File: config.mk
export PLATFORM = sky130hd
export DESIGN_NAME = cpri_rx_bfp_decomp
export DESIGN_NICKNAME = d
export VERILOG_FILES = /design/src/rtl/cpri_rx_bfp_decomp.sv
export SDC_FILE = /design/constraint.sdc
export NUM_CORES = 1
export LEC_CHECK = 0
export ABC_AREA = 0
export BUFFER_PORTS_ARGS = -buffer_cell sky130_fd_sc_hd__buf_2
export CAP_MARGIN = 20
export CORE_MARGIN = 2
export CORE_UTILIZATION = 45
export DETAILED_ROUTE_END_ITERATION = 12
export GPL_ROUTABILITY_DRIVEN = 0
export PLACE_DENSITY = 0.67
export REMOVE_ABC_BUFFERS = 1
export SETUP_SLACK_MARGIN = 0.2
export SYNTH_ARGS = -nofsm -noshare
export SYNTH_HDL_FRONTEND = slang
export SYNTH_SLANG_ARGS = --single-unit
File: constraint.sdc
create_clock -name i_clk -period 3.2 [get_ports i_clk]
set_clock_uncertainty 0.05 [all_clocks]
set_input_delay 0.32 -clock i_clk [delete_from_list [all_inputs] [get_ports i_clk]]
set_output_delay 0.32 -clock i_clk [all_outputs]
set_load 0.01 [all_outputs]
File: src/rtl/cpri_rx_bfp_decomp.sv
// rtl/cpri_rx_bfp_decomp.sv - block-floating-point I/Q decompressor with RE/PRB/symbol tracking
// Optional mid-rise reconstruction is enabled by defining DZIP_RND_EN.
module cpri_rx_bfp_decomp #(
    parameter int NUM_PRB   = 132,
    parameter int NUM_RE    = 12,
    parameter int NUM_SYM   = 14,
    parameter int IN_W      = 7,
    parameter int OUT_W     = 16,
    parameter int MAX_SHIFT = 9
) (
    input  logic                 i_clk,
    input  logic                 i_reset,
    input  logic                 i_vld,
    input  logic                 i_sop,
    input  logic [2*IN_W-1:0]    i_iq,
    input  logic [3:0]           i_shift,
    output logic                 o_vld,
    output logic [2*OUT_W-1:0]   o_iq,
    output logic [10:0]          o_re_addr,
    output logic [3:0]           o_sym_idx,
    output logic                 o_eos,
    output logic                 o_err
);

    localparam logic [3:0]  MAX_SH   = 4'(MAX_SHIFT);
    localparam logic [3:0]  LAST_RE  = 4'(NUM_RE - 1);
    localparam logic [7:0]  LAST_PRB = 8'(NUM_PRB - 1);
    localparam logic [3:0]  LAST_SYM = 4'(NUM_SYM - 1);
    localparam logic [10:0] RE_PER_PRB = 11'(NUM_RE);

    typedef enum logic {S_IDLE, S_RUN} state_t;

    state_t state_q, state_d;
    logic [3:0] re_q, re_d;
    logic [7:0] prb_q, prb_d;
    logic [3:0] sym_q, sym_d;
    logic [3:0] shift_q, shift_d;

    logic            s1_vld_q, s1_vld_d;
    logic [IN_W-1:0] s1_i_q, s1_i_d;
    logic [IN_W-1:0] s1_qd_q, s1_qd_d;
    logic [3:0]      s1_shift_q, s1_shift_d;
    logic [10:0]     s1_addr_q, s1_addr_d;
    logic [3:0]      s1_sym_q, s1_sym_d;
    logic            s1_eos_q, s1_eos_d;
    logic            s1_err_q, s1_err_d;

    logic       sop_beat, premature, last_beat, shift_bad;
    logic [3:0] re_eff, sym_eff, shift_clamped, shift_eff;
    logic [7:0] prb_eff;

    function automatic logic [3:0] sym_inc(input logic [3:0] s);
        return (s == LAST_SYM) ? 4'd0 : s + 4'd1;
    endfunction

    always_ff @(posedge i_clk or posedge i_reset) begin
        if (i_reset) begin
            state_q    <= S_IDLE;
            re_q       <= '0;
            prb_q      <= '0;
            sym_q      <= '0;
            shift_q    <= '0;
            s1_vld_q   <= 1'b0;
            s1_i_q     <= '0;
            s1_qd_q    <= '0;
            s1_shift_q <= '0;
            s1_addr_q  <= '0;
            s1_sym_q   <= '0;
            s1_eos_q   <= 1'b0;
            s1_err_q   <= 1'b0;
        end else begin
            state_q    <= state_d;
            re_q       <= re_d;
            prb_q      <= prb_d;
            sym_q      <= sym_d;
            shift_q    <= shift_d;
            s1_vld_q   <= s1_vld_d;
            s1_i_q     <= s1_i_d;
            s1_qd_q    <= s1_qd_d;
            s1_shift_q <= s1_shift_d;
            s1_addr_q  <= s1_addr_d;
            s1_sym_q   <= s1_sym_d;
            s1_eos_q   <= s1_eos_d;
            s1_err_q   <= s1_err_d;
        end
    end

    // An SOP beat always lands on address 0, whatever the counters say.
    always_comb begin
        sop_beat      = i_vld & i_sop;
        premature     = sop_beat && (state_q == S_RUN);
        re_eff        = sop_beat ? 4'd0 : re_q;
        prb_eff       = sop_beat ? 8'd0 : prb_q;
        sym_eff       = premature ? sym_inc(sym_q) : sym_q;
        shift_bad     = i_shift > MAX_SH;
        shift_clamped = shift_bad ? MAX_SH : i_shift;
        shift_eff     = (re_eff == 4'd0) ? shift_clamped : shift_q;
        last_beat     = (prb_eff == LAST_PRB) && (re_eff == LAST_RE);

        state_d    = state_q;
        re_d       = re_q;
        prb_d      = prb_q;
        sym_d      = sym_q;
        shift_d    = shift_q;
        s1_vld_d   = 1'b0;
        s1_i_d     = s1_i_q;
        s1_qd_d    = s1_qd_q;
        s1_shift_d = s1_shift_q;
        s1_addr_d  = s1_addr_q;
        s1_sym_d   = s1_sym_q;
        s1_eos_d   = 1'b0;
        s1_err_d   = 1'b0;

        if (i_vld) begin
            if (state_q == S_IDLE && !i_sop) begin
                s1_err_d = 1'b1;
            end else begin
                state_d    = S_RUN;
                s1_vld_d   = 1'b1;
                s1_i_d     = i_iq[2*IN_W-1:IN_W];
                s1_qd_d    = i_iq[IN_W-1:0];
                s1_shift_d = shift_eff;
                s1_addr_d  = {3'b0, prb_eff} * RE_PER_PRB + {7'b0, re_eff};
                s1_sym_d   = sym_eff;
                s1_eos_d   = last_beat;
                s1_err_d   = premature | ((re_eff == 4'd0) & shift_bad);
                shift_d    = shift_eff;
                sym_d      = sym_eff;
                if (last_beat) begin
                    state_d = S_IDLE;
                    re_d    = 4'd0;
                    prb_d   = 8'd0;
                    sym_d   = sym_inc(sym_eff);
                end else if (re_eff == LAST_RE) begin
                    re_d  = 4'd0;
                    prb_d = prb_eff + 8'd1;
                end else begin
                    re_d  = re_eff + 4'd1;
                    prb_d = prb_eff;
                end
            end
        end
    end

    logic signed [OUT_W-1:0] ext_i, ext_q, res_i, res_q;

    always_comb begin
        ext_i = {{(OUT_W-IN_W){s1_i_q[IN_W-1]}}, s1_i_q};
        ext_q = {{(OUT_W-IN_W){s1_qd_q[IN_W-1]}}, s1_qd_q};
        res_i = ext_i <<< s1_shift_q;
        res_q = ext_q <<< s1_shift_q;
`ifdef DZIP_RND_EN
        // Mid-rise: reconstruct to the centre of the quantisation step.
        if (s1_shift_q != 4'd0) begin
            res_i = res_i + (OUT_W'(1) << (s1_shift_q - 4'd1));
            res_q = res_q + (OUT_W'(1) << (s1_shift_q - 4'd1));
        end
`endif
    end

    always_ff @(posedge i_clk or posedge i_reset) begin
        if (i_reset) begin
            o_vld     <= 1'b0;
            o_iq      <= '0;
            o_re_addr <= '0;
            o_sym_idx <= '0;
            o_eos     <= 1'b0;
            o_err     <= 1'b0;
        end else begin
            o_vld <= s1_vld_q;
            o_err <= s1_err_q;
            o_eos <= s1_vld_q & s1_eos_q;
            if (s1_vld_q) begin
                o_iq      <= {res_i, res_q};
                o_re_addr <= s1_addr_q;
                o_sym_idx <= s1_sym_q;
            end
        end
    end

endmodule

Word level (Yosys, flattened, before mapping)
Index checks and enable logic that the tools add are counted.
{"block": "classes", "add_sub_neg": 5, "n_mul": 1, "magnitude_cmp": 1, "n_eq_ne": 4, "n_shift": 2, "muxes": 19, "bitwise": 6, "n_reduce_logical": 7}
{"op": "$mux W4", "count": 9}
{"op": "$sshl A7 B4 Y16", "count": 2}
{"op": "$mux W8", "count": 3}
{"op": "$add A4 B1 Y4 const B", "count": 3}
{"op": "$eq A4 B4 Y1 const B", "count": 3}
{"op": "$add A11 B4 Y11", "count": 1}
{"op": "$mul A8 B2 Y9 const B", "count": 1}
{"op": "$add A8 B1 Y8 const B", "count": 1}
{"op": "$eq A8 B8 Y1 const B", "count": 1}
{"op": "$mux W1", "count": 7}
{"op": "$gt A4 B4 Y1 const B", "count": 1}
{"op": "$logic_not A4 Y1", "count": 1}
{"op": "$and A1 B1 Y1", "count": 3}
{"op": "$logic_and A1 B1 Y1", "count": 3}
{"op": "$reduce_and A3 Y1", "count": 1}
{"op": "$not A1 Y1", "count": 2}
{"op": "$reduce_and A2 Y1", "count": 1}
{"op": "$logic_not A1 Y1", "count": 1}
{"op": "$or A1 B1 Y1", "count": 1}
{"block": "word_totals", "ff_bits": 103, "inputBits": 22, "output_inout_bits": 50, "wordCells": 63}

Depth between registers and ports, before layout
{"block": "depth", "word_depth": 7, "depth_mapped": 14}

Least setup slack after synthesis
No wires, ideal clock.
{"block": "synth_timing", "path_type": "input-to-reg", "start": "input port i_vld", "end": "register s1_addr_q[10]", "setup_time_ns": 0.130, "arrival_time_ns": 2.726, "path_slack_ns": 0.295, "cell_stages": 13, "path_buffers": 2, "cell_sequence": "buf_4 -> nand2_2 -> clkbuf_1 -> nand2_1 -> inv_1 -> ha_1 -> a21bo_2 -> nor3_1 -> a2111oi_4 -> o311ai_1 -> or4b_4 -> xnor2_1 -> o21ai_1"}
{"block": "synth_via", "elab_chain_len": 4, "elab_cells_between_ends": 6, "classes_between": "add/sub (1); mul (1); mux (2); bitwise (1); reduce/logical (1)"}
{"element": "start: declaration", "line": "13", "source": "input logic i_vld,"}
{"element": "$and A1 B1 Y1", "line": "90", "source": "sop_beat = i_vld & i_sop;"}
{"element": "$mux W8", "line": "93", "source": "prb_eff = sop_beat ? 8'd0 : prb_q;"}
{"element": "$mul A8 B2 Y9", "line": "123", "source": "s1_addr_d = {3'b0, prb_eff} * RE_PER_PRB + {7'b0, re_eff};"}
{"element": "$add A11 B4 Y11", "line": "123"}
{"element": "end signal: assignment", "line": "81", "source": "s1_addr_q <= s1_addr_d;"}
{"element": "end: declaration", "line": "43", "source": "logic [10:0] s1_addr_q, s1_addr_d;"}
Several ways; a longest one is shown, not always the timed one.
A chain may end at the register's enable or synchronous reset.

Worst setup path after layout
{"block": "layout_timing", "start": "register prb_q[5]", "end": "register s1_addr_q[10]"}
{"block": "layout_via", "elab_chain_len": 3}
{"element": "start: declaration", "line": "35", "source": "logic [7:0] prb_q, prb_d;"}
{"element": "start signal: assignment", "line": "74", "source": "prb_q <= prb_d;"}
{"element": "$mux W8", "line": "93"}
{"element": "$mul A8 B2 Y9", "line": "123"}
{"element": "$add A11 B4 Y11", "line": "123"}
Every way passes these cells.

==> reports/metrics.cfg <==
[hold_path]
hold_path.class=input port to flip-flop

[worst_setup_path]
cp_data_required_time_ns=3.36
crit_arrival_ns=2.94
start_kind=flip-flop
critPathCaptureType=flip-flop
cp_max_fo=6
r2r_slack_ns=0.42
crit_type=flip-flop to flip-flop

[global_routing]
antenna_found_initial=0
grt_pass1_wl_microns=21070
grt_pass1_vias=4441
grt_util_met3=0.03864
top_usage_layer=met2
use_met1=0.2585
grtUsageTotal=0.1998
overflow=0
use_met2=0.3298
grt_max_degree=81

[detailed_routing]
routed_via_density=5.566
detail-route-antenna-nets=0
drt_iter0_drc=227
wl_per_cell_microns=15.39
dr.pass1.iters=4
drt_wl_total_microns=12080
num_vias=4369
drc=0

[place]
hpwl_microns=8521
preCtsSetupSlack_ns=0.1914
placedCellCount=767
portBuffers=71

[yosys]
synth-seq-cells=103
synth_top_flop_cell=dfrtp_1
avgSynthCellArea_sq_um=9.612
synthesis.area_sq_um=5479
synth_cell_types=60
async_reset_ff_frac=1.000
yosys_warnings=0
synth-edff-count=0
netlist_instances=570
yosysSeqAreaShare=0.4704

[die]
die-area_sq_um=13070
rows=40
start_util=0.4581
coreArea_sq_um=11960
die_w_microns=114.3
die_y_microns=114.3
ioPinCount=72

[sta]
tightest_slew_ns=0.8850
fmax_mhz=360.0
worst_slack_ns=0.4226
period_share=0.8679
rsz0062_at_grt=false
slew_headroom=0.4100
setup_violations=0
slew_viol_final=0
min_period_ns=2.777
hold_viol_final=0
hold_ws_ns=0.1114

[run]
cap_violations=0

[pwr]
p_leak_nw=3.026
power_density_nw_per_um2=736.8
irDropWorstVdd_mv=0.4251

[clocking]
post_cts_buffers=0
cts_resized=0
ctsRootBufferMaster=clkbuf_16
cts_tree=yes
clockBufferDepth=2
htreeDepth=3
numCtsBuffers=9
insertion_delay_ns=0.35
clk_pin_slew_ns=0.07
numClockSinks=103

[cells_and_area]
syn_to_final_growth_pct=15.85
instances_no_fill=785
finalNetCount=667
mostFrequentLayoutCell=dfrtp_1
drive_gt1_frac=0.2335
final_cell_mix=dfrtp_1 (103), nand2_1 (96), buf_2 (71)
n_fill_cell=1105
diodes=0
final_util=0.5306

[outcome]
status=finished, final reports clean

==> worst max-delay path, stage by stage, from the launching register on <==
cell and delay, ns:
dfrtp_1 0.47, nand2_1 0.11, inv_1 0.14, ha_1 0.25
a21bo_2 0.27, nor3_1 0.09, a2111oi_4 0.27, o311ai_1 0.20
or4b_4 0.55, xnor2_1 0.17, o21ai_1 0.07
==> report_power, final <==
| group | total [mW] | internal, mW | leakage, nW | switching (mW) |
|---|---|---|---|---|
| clock network | 1.14 | 0.656 | 0.154 | 0.488 |
| logic | 1.53 | 0.705 | 1.55 | 0.825 |
| registers | 2.00 | 1.65 | 1.32 | 0.355 |
| total | 4.68 | 3.01 | 3.03 | 1.67 |
==> flip-flops by register name, summed over array words and instances, names as in the netlist, 7 cells and up <==
signal,cells
s1_qd_q,7
o_re_addr,11
s1_addr_q,11
o_iq,32
s1_i_q,7
prb_q,8
==> layout make-up <==
type                    count  area (sq um)  area share
clock buffers              11         252.7     0.03982
clock inverters             5         62.56    0.009856
inverters                  11         43.79    0.006899
multi-input cells         417          2699      0.4252
flip-flops and latches    103          2577      0.4061
well taps                 147         183.9     0.02898
repair buffers             91         528.0     0.08319
==> per-stage QoR <==
stage / TNS (ns) / power, mW / instance area, sq um
6_report: 0 / 4.676 / 6347
5_1_grt: 0 / 5.006 / 6347
4_1_cts: 0 / 4.710 / 6310
3_5_place_dp: 0 / 3.543 / 5995
3_3_place_gp: 0 / 3.486 / 5995
2_1_floorplan: -18.66 / 2.970 / 5306
==> kinds of logic after synthesis <==
kind of cell	share of synthesized area
and+or+nand+nor	0.1710
xor gates and xnor gates	0.02055
buffers and inverters	0.03905
DFF	0.4704
adders and majority gates	0.02877
AOI/OAI and AO/OA	0.1752
muxes	0.09500
==> path summary, 6_finish.rpt <==
kind | cells past startpoint | to | startpoint
setup / recovery | 10 | s1_addr_q[10] | prb_q[5]
hold / removal | 3 | s1_i_q[6] | i_iq[13]
setup reg to reg | 10 | s1_addr_q[10] | prb_q[5]
hold reg to reg | 0 | o_err | s1_err_q
max in group asynchronous | 5 | o_iq[18] | i_reset
min in group asynchronous | 3 | s1_i_q[3] | i_reset
==> layer usage <==
metal / up-vias / share of wire
li1: 2125 / -
met3: 28 / 0.043
met2: 110 / 0.48
met5: - / 0
met1: 2106 / 0.45
met4: 0 / 0.027
==> cell usage after synthesis, types with 7 or more instances <==
library cell  count  area [sq um]
dfrtp_1         103          2577
nand2_1          96         360.4
o21ai_0          39         195.2
nor2_1           37         138.9
mux2_2           30         337.8
a21oi_1          28         140.1
clkbuf_1         25         93.84
mux2i_1          16         160.2
nor2b_1          15         93.84
ha_1             11         137.6
nand3_1          11         55.05
a22o_1           10         87.58
a31oi_1           9         56.30
inv_1             9         33.78
nand2b_1          9         56.30
o21a_1            9         67.56
o2bb2ai_1         8         70.07
xnor2_1           8         70.07
and2_1            7         43.79
nor3_1            7         35.03
==> repair_timing <==
item,in CTS,in global routing
hold buffers,0,1
hold endpoints to repair,0,26
setup endpoints to repair,0,0
(Power assumes the default switching activity.)
